--- src/rtl/pwm_ramp.sv ---
// Soft-start/soft-stop duty sequencer driving a PWM generator's ftw/duty/load inputs.
// Optional macro PWM_RAMP_PERIOD_SYNC_EN: ramp steps land only on PWM period boundaries.
module pwm_ramp #(
    parameter int U_DLY = 1
) (
    input  logic        clk,
    input  logic        rst_n,
    input  logic        start,
    input  logic        stop,
    input  logic [31:0] cfg_ftw,
    input  logic [31:0] cfg_target,
    input  logic [31:0] cfg_step,
    input  logic [31:0] cfg_interval,
    output logic [31:0] ftw,
    output logic [31:0] duty,
    output logic        load,
    output logic        busy,
    output logic        done
);

    localparam logic [1:0] ST_IDLE = 2'd0;
    localparam logic [1:0] ST_RAMP = 2'd1;
    localparam logic [1:0] ST_HOLD = 2'd2;

    // U_DLY is kept for interface compatibility; registered updates here carry no delay.
    if (U_DLY < 0) begin : g_u_dly_negative
    end

    // A target beyond the period is clamped to a fully-on duty of period+1.
    function automatic logic [31:0] eff_target(input logic [31:0] tgt, input logic [31:0] per);
        logic [32:0] lim;
        lim = {1'b0, per} + 33'd1;
        if (tgt > per) begin
            eff_target = lim[32] ? 32'hFFFF_FFFF : lim[31:0];
        end else begin
            eff_target = tgt;
        end
    endfunction

    function automatic logic [31:0] next_duty(input logic [31:0] cur, input logic [31:0] tgt,
                                              input logic [31:0] stp);
        logic [32:0] sum;
        sum = {1'b0, cur} + {1'b0, stp};
        if (stp == 32'd0) begin
            next_duty = tgt;
        end else if (cur < tgt) begin
            next_duty = (sum > {1'b0, tgt}) ? tgt : sum[31:0];
        end else if (cur > tgt) begin
            next_duty = ((cur - tgt) > stp) ? (cur - stp) : tgt;
        end else begin
            next_duty = tgt;
        end
    endfunction

    logic [1:0]  state_r;
    logic [31:0] ftw_r;
    logic [31:0] duty_r;
    logic [31:0] tgt_r;
    logic [31:0] step_r;
    logic [31:0] int_r;
    logic [31:0] cnt_r;
    logic        stopping_r;
    logic        load_r;
    logic        done_r;
    logic        busy_r;
    logic        tick_s;
    logic        do_stop_s;
    logic        do_start_s;
    logic [31:0] new_duty_s;

`ifdef PWM_RAMP_PERIOD_SYNC_EN
    logic [31:0] pcnt_r;

    // Free-running PWM period counter, realigned to every RAMP entry.
    always_ff @(posedge clk or negedge rst_n) begin
        if (!rst_n) begin
            pcnt_r <= 32'd0;
        end else if (do_stop_s || do_start_s || (pcnt_r == ftw_r)) begin
            pcnt_r <= 32'd0;
        end else begin
            pcnt_r <= pcnt_r + 32'd1;
        end
    end

    assign tick_s = (pcnt_r == ftw_r);
`else
    assign tick_s = 1'b1;
`endif

    // Command decode and next duty value; stop outranks start and is ignored while idle.
    always_comb begin
        do_stop_s  = stop && (state_r != ST_IDLE);
        do_start_s = start && !stop;
        new_duty_s = next_duty(duty_r, tgt_r, step_r);
    end

    // Sequencer state, shadow registers and registered outputs.
    always_ff @(posedge clk or negedge rst_n) begin
        if (!rst_n) begin
            state_r    <= ST_IDLE;
            ftw_r      <= 32'd0;
            duty_r     <= 32'd0;
            tgt_r      <= 32'd0;
            step_r     <= 32'd0;
            int_r      <= 32'd0;
            cnt_r      <= 32'd0;
            stopping_r <= 1'b0;
            load_r     <= 1'b0;
            done_r     <= 1'b0;
            busy_r     <= 1'b0;
        end else begin
            load_r <= 1'b0;
            done_r <= 1'b0;
            if (do_stop_s) begin
                tgt_r      <= 32'd0;
                cnt_r      <= 32'd0;
                stopping_r <= 1'b1;
                state_r    <= ST_RAMP;
                busy_r     <= 1'b1;
            end else if (do_start_s) begin
                ftw_r      <= cfg_ftw;
                tgt_r      <= eff_target(cfg_target, cfg_ftw);
                step_r     <= cfg_step;
                int_r      <= cfg_interval;
                cnt_r      <= 32'd0;
                stopping_r <= 1'b0;
                state_r    <= ST_RAMP;
                load_r     <= 1'b1;
                busy_r     <= 1'b1;
            end else if ((state_r == ST_RAMP) && tick_s) begin
                busy_r <= 1'b1;
                if (cnt_r == int_r) begin
                    cnt_r  <= 32'd0;
                    duty_r <= new_duty_s;
                    load_r <= 1'b1;
                    // busy stays high through the final done of a stop ramp, dropping next cycle.
                    if (new_duty_s == tgt_r) begin
                        done_r <= 1'b1;
                        if (stopping_r) begin
                            state_r    <= ST_IDLE;
                            stopping_r <= 1'b0;
                        end else begin
                            state_r <= ST_HOLD;
                        end
                    end else begin
                        state_r <= ST_RAMP;
                    end
                end else begin
                    cnt_r <= cnt_r + 32'd1;
                end
            end else if ((state_r == ST_RAMP) || (state_r == ST_HOLD)) begin
                busy_r <= 1'b1;
            end else begin
                busy_r  <= 1'b0;
                state_r <= ST_IDLE;
            end
        end
    end

    assign ftw  = ftw_r;
    assign duty = duty_r;
    assign load = load_r;
    assign done = done_r;
    assign busy = busy_r;

endmodule

--- config.mk ---
export PLATFORM = sky130hd
export DESIGN_NAME = pwm_ramp
export DESIGN_NICKNAME = d
export VERILOG_FILES = /design/src/rtl/pwm_ramp.sv
export SDC_FILE = /design/constraint.sdc
export NUM_CORES = 1
export LEC_CHECK = 0
export BUFFER_PORTS_ARGS = -buffer_cell sky130_fd_sc_hd__buf_4
export CAP_MARGIN = 10
export CORE_ASPECT_RATIO = 1.1
export CORE_MARGIN = 4
export CORE_UTILIZATION = 55
export CTS_BUF_LIST = sky130_fd_sc_hd__clkbuf_4 sky130_fd_sc_hd__clkbuf_8
export DETAILED_ROUTE_END_ITERATION = 16
export PLACE_DENSITY = 0.78
export SLEW_MARGIN = 20
export SYNTH_ARGS = -nofsm -noshare
export SYNTH_HDL_FRONTEND = slang
export SYNTH_SLANG_ARGS = --single-unit
--- constraint.sdc ---
create_clock -name clk -period 6.15 [get_ports clk]
set_clock_uncertainty 0.1 [all_clocks]
set_input_delay 0.9225 -clock clk [delete_from_list [all_inputs] [get_ports clk]]
set_output_delay 0.9225 -clock clk [all_outputs]
set_load 0.01 [all_outputs]
Word-level counts from Yosys, hierarchy flattened
Cells that the tools add are included.
Widths: inputs -> output; s select.
{ "totals": {"inputBits": 132, "output_inout_bits": 67, "elab_cells": 81, "reg_bits": 198} }
{ "op_classes": {"muxes": 38, "n_bitwise": 2, "add_sub_neg": 5, "magnitude_cmp": 5, "n_eq_ne": 6, "n_reduce_logical": 14} }
{ "ops": {"columns": ["operator", "n"], "rows": [
  ["$mux 32", 13],
  ["$gt 32x32->1", 3],
  ["$eq 32x32->1", 2],
  ["$sub 32x32->32", 2],
  ["$add 32x1->33 const B", 1],
  ["$add 32x32->33", 1],
  ["$gt 33x32->1", 1],
  ["$add 32x1->32 const B", 1],
  ["$logic_not 32->1", 1],
  ["$lt 32x32->1", 1],
  ["$mux 1", 18],
  ["$mux 2", 7],
  ["$reduce_bool 3->1", 3],
  ["$ne 4x3->1 const B", 1],
  ["$ne 4x4->1 const B", 1],
  ["$reduce_and 2->1", 2],
  ["$reduce_and 4->1", 1],
  ["$reduce_bool 2->1", 2],
  ["$reduce_and 3->1", 1],
  ["$eq 2x1->1 const B", 1],
  ["$eq 2x2->1 const B", 1],
  ["$logic_and 1x1->1", 2],
  ["$not 1->1", 2],
  ["$logic_not 1->1", 1],
  ["$logic_or 1x1->1", 1]
]} }

Depth between registers and ports, before layout
{ "logic_depth": {"ltp_word": 12, "mapped_depth": 31, "depth_no_buf": 30} }

Worst setup path after synthesis
No wires, ideal clock.
{ "synth_path": {"path_type": "reg2reg", "startpoint": "reg duty_r[1], in the netlist duty[1]", "endpoint": "reg state_r[1]", "slack_ps": -449, "t_required_ps": 5946, "period_less_slack_ps": 6599, "setup_time_ps": 104, "path_stages_with_launch": 29, "arrival_ps": 6396, "path_buffers": 1, "path_cell_list": "dfrtp_1 -> ha_1 -> nor2b_1 -> o21ai_0 -> a21boi_0 -> o211ai_1 -> a21oi_1 -> o221ai_1 -> o311ai_0 -> a31oi_1 -> a21oi_1 -> nor2_1 -> o211ai_1 -> o41a_1 -> xor2_1 -> ha_1 -> and4_1 -> nand2_1 -> or4_4 -> a211oi_2 -> o31ai_1 -> buf_6 -> nand4b_4 -> o2111a_1 -> a2111o_1 -> nor4_2 -> nand4_1 -> or2_1 -> o41ai_2"} }
{ "synth_between": {"elab_chain_len": 12, "word_cells_on_any_way": 18, "classes_between": "3 x add/sub; 4 x order compare; 1 x eq/ne; 10 x mux"} }
{ "synth_lines": {"columns": ["element", "line_no", "text"], "rows": [
  ["start, declared", "57", "logic [31:0] duty_r;"],
  ["start signal, assigned", "134", "duty_r <= new_duty_s;"],
  ["$sub 32x32->32", "49", "next_duty = ((cur - tgt) > stp) ? (cur - stp) : tgt;"],
  ["$gt 32x32->1", "49", null],
  ["$mux 32", "49", null],
  ["$mux 32", "48", "end else if (cur > tgt) begin"],
  ["$mux 32 (*)", "46", "end else if (cur < tgt) begin"],
  ["$mux 32 (*)", "44", "if (stp == 32'd0) begin"],
  ["$eq 32x32->1 (*)", "137", "if (new_duty_s == tgt_r) begin"],
  ["$mux 2 (*)", "137", null],
  ["$mux 2 (*)", "132", "if (cnt_r == int_r) begin"],
  ["$mux 2 (*)", "130", "end else if ((state_r == ST_RAMP) && tick_s) begin"],
  ["$mux 2 (*)", "120", "end else if (do_start_s) begin"],
  ["$mux 2 (*)", "114", "if (do_stop_s) begin"],
  ["end signal, assigned", "118", "state_r <= ST_RAMP;"],
  ["end signal, assigned", "127", "state_r <= ST_RAMP;"],
  ["end signal, assigned", "140", "state_r <= ST_IDLE;"],
  ["end, declared", "55", "logic [1:0] state_r;"]
]} }
Every way passes the cells marked *; elsewhere a longest branch is shown, timed or not. The select of a mux whose other input is x is not followed.
A chain may end at the register's enable or synchronous reset.

Worst setup path in the final report
{ "layout_path": {"startpoint": "reg duty_r[0], in the netlist duty[0]", "endpoint": "reg stopping_r"} }
{ "layout_between": {"elab_chain_len": 9, "word_cells_on_any_way": 15, "classes_between": "3 x add/sub; 4 x order compare; 1 x eq/ne; 5 x mux; 2 x reduce/logical"} }
{ "layout_lines": {"columns": ["element", "line_no", "text"], "rows": [
  ["$sub 32x32->32", "49", null],
  ["$gt 32x32->1", "49", null],
  ["$mux 32", "49", null],
  ["$mux 32", "48", null],
  ["$mux 32 (*)", "46", null],
  ["$mux 32 (*)", "44", null],
  ["$eq 32x32->1 (*)", "137", null],
  ["$reduce_bool 3->1 (no line) (*)", null, null],
  ["$reduce_and 3->1 (no line) (*)", null, null],
  ["end signal, assigned", "117", "stopping_r <= 1'b1;"],
  ["end signal, assigned", "126", "stopping_r <= 1'b0;"],
  ["end signal, assigned", "141", "stopping_r <= 1'b0;"],
  ["end, declared", "62", "logic stopping_r;"]
]} }
Every way passes the cells marked *; elsewhere a longest branch is shown, timed or not.

==> metrics.md <==
| Metric | Value |
|---|---|
| RSZ-0062 raised after global routing | yes |
| Pwr/cell area | approximately 260 nW/um2 |
| Final setup TNS | -2430 ps |
| Cell Area, Synth | ~19000 um2 |
| Commonest non-fill, non-tap cell in the layout | buf_4 |
| Clock share of power | around 15% |
| Max Slew Vio Count | 0 |
| Clk buf depth | 2 |
| Post-layout util | between 70 and 80% |
| Sequential share of the synthesized area | 26.7% |
| CP Max Fanout | 7 |
| Area of placed instances | 22600 um2 |
| Critical path class | reg -> reg |
| Post-detailed-route count of antenna-violating nets | 0 |
| Average via count per standard cell | 6.29 |
| Area contributors post-synth | dfrtp_1 (27%), ha_1 (13%), nand2_1 (7.0%) |
| Placeable Area | approximately 33000 um2 |
| H-tree lvl count | 4 |
| Largest stage delay, worst path | between 500 and 600 ps |
| Proportion of netlist area held by the largest area contributor | around a quarter |
| VDD IR-drop max | 0.191 mV |
| Initial Utilization | approximately 56% |
| Internal power | between 3 and 4 mW |
| Die X | around 180 um |
| CTS tree | yes |
| Vias in the first global route | slightly below 20000 |
| Outcome | finished with violations |
| Main flop type after synthesis | dfrtp_1 |
| # DRC | 0 |
| Setup ws final | -564 ps |
| FF+latch count, synth | just under 200 |
| Post-layout minimum cycle time | between 6000 and 7000 ps |
| Failing checks | negative setup slack |
| Reg clk slew, reported paths | 120 ps |
| I/O pin count | slightly below 200 |
| Cells after Synth | approximately 2400 |
| Net count after synthesis | around 2700 |
| Tightest Hold Check Type | in -> async |
| Detailed-placement wirelength estimate | 58.0 mm |
| Combinational Power Share | 60.2% |
| Synth warn | 0 |
| Latest clock arrival within the worst-skew pair | roughly 560 ps |
| WP data arrival | ~7000 ps |
| Setup WS pre-CTS | -652 ps |
| Total power | a little over 6 mW |
| TritonCTS Sinks | 198 |
| Startpoint types | flip-flop |
| Port Buffer Count | 198 |
| Dominant cell type by area after synthesis | dfrtp_1 |
| CP max stage cell | or4_4 |
| Switching Fraction | between 40 and 50% |
| Worst path required time | about 6500 ps |
| Max_slew headroom | about 33% |
| Post-synth EDFFs | 0 |
| Fmax | 149 MHz |
| Share of cells above drive strength 1 | 25.0% |
| Worst-margin pin slew | a little over 1000 ps |
| Number of buffers created by CTS | 17 |
| CP Capture Type | flip-flop |
| Area grow syn2layout | 27.6% |
| Clock root buffer | clkbuf_8 |
| Ys async rst share | 100% |
| Layout net count | around 3100 |
| Post-Route WL | around 73 mm |
| Die Area | about 37000 um2 |
| GRT overflow | 0 |
| Mean post-synth cell area | just under 8 um2 |
| Drt initial violations | 2382 |
| Final setup vio count | 13 |
| Die height | 201 um |
| Most frequent cells in the layout | buf_4 (522), nand2_1 (342), dfrtp_1 (194) |
| Netlist cell types | 96 |
| Hold_buf cts | 0 |
| Final Cell Area | between 20000 and 25000 um2 |
| Initial antenna violation count | 3 |
| GR Util All Layers | roughly two fifths |
| Lkg Pwr | between 10 and 15 nW |
| First-pass GRT wire length | about 110 mm |
| Routed length per instance | about 23 um |
| Total vias in the final route | between 20000 and 25000 |
| Max Cap Violations | 0 |
| DR pass1 iterations | 6 |
| Crit share post-route | 109% |
| Net Sw Power | ~2.8 mW |
| Gpl congestion | ~1.1 |
| Row count | 70 |
| Largest net degree at the start of global routing | 76 |
| Sequential share of power | 24.8% |
| Final Hold Fails | 0 |
==> power by group through the flow <==
| stage | clock (mW) | combinational [mW] | sequential, mW |
|---|---|---|---|
| finish | 0.922 | 3.71 | 1.53 |
| CTS | 0.931 | 3.38 | 1.53 |
| detailed placement | 0 | 3.31 | 1.55 |
| floorplan | 0 | 1.87 | 1.55 |
| global route | 0.980 | 3.95 | 1.54 |
| global placement | 0 | 3.27 | 1.55 |
==> cell type report <==
| cell class | count | area (um2) |
|---|---|---|
| multi-input cells | 1876 | 13000 |
| fillers | 2713 | 9600 |
| flip-flops and latches | 198 | 4960 |
| repair buffers | 536 | 4110 |
| inverters | 168 | 633 |
| well taps | 432 | 541 |
| clock buffers | 18 | 241 |
| clock inverters | 13 | 164 |
| diodes | 1 | 2.50 |
==> sequential cells by signal (all words and copies together), names as in the netlist <==
name and count:
step_r 32, state_r 2, stopping_r 1, busy 1
done 1, duty 32, ftw 32, load 1
tgt_r 32, int_r 32, cnt_r 32
==> Yosys cell counts (42+ instances only) <==
cell / n
xor2_1: 43
clkbuf_1: 78
ha_1: 196
nand4_1: 42
xnor2_1: 109
dfrtp_1: 198
a21oi_1: 166
inv_1: 165
nand2_1: 346
nor2_1: 140
o21ai_0: 179
o221ai_1: 44
nor3_1: 56
nand3_1: 50
==> path summary, 6_finish.rpt <==
check	startpoint	endpoint	slack, ps	cells past startpoint
max in group asynchronous	rst_n	ftw[4]	4340	2
worst max register to register	duty[0]	stopping_r	-560	33
worst max-delay path	duty[0]	stopping_r	-560	33
worst min register to register	stopping_r	state_r[1]	350	1
min in group clk	stopping_r	state_r[1]	350	1
worst min-delay path	rst_n	step_r[7]	300	1
==> critical path: cells and delay by family (launching register included) <==
family,cells,cell delay (ps)
AND/OR/NAND/NOR,10,2120
adder cells (fa/ha/maj),3,670
flip-flops,1,410
XOR/XNOR,1,110
buffers and inverters,4,550
AO/OA/AOI/OAI,15,2650
==> kinds of logic (layout without fill, tap and decap cells) <==
family                     Yosys count  after routing  synth area share, %
and+or+nand+nor                    818            818                 20.8
AOI/OAI and AO/OA                  690            690                 24.7
buffers and inverters              277            735                 5.83
adders and majority gates          199            199                 13.5
DFF                                198            198                 26.7
xor gates and xnor gates           155            155                 7.54
muxes                               14             14                0.802
other                                0              1                    0
==> routing by layer <==
metal,up-vias,track usage (%),part of all wire [%],routed length (um)
li1,9355,-,-,-
met1,9706,51.6,40,29100
met2,1118,60.8,45,33100
met3,218,7.76,9.9,7220
met4,6,15.0,4.8,3510
met5,-,0,0.056,41
==> what timing repair did <==
| action | in CTS | in global routing |
|---|---|---|
| endpoints found under the hold margin | 0 | 0 |
| buffers inserted | 9 | 18 |
| pin swaps | 23 | 21 |
| resized for setup | 19 | 75 |
| endpoints found under the setup margin | 21 | 32 |
==> stage by stage <==
step / cells / hold slack, ps
2_1_floorplan: 2351 / 349
3_3_place_gp: 3184 / 363
3_5_place_dp: 3184 / 371
4_1_cts: 3224 / 316
5_1_grt: 3241 / 337
6_report: 3242 / 301
(Power assumes the default switching activity.)
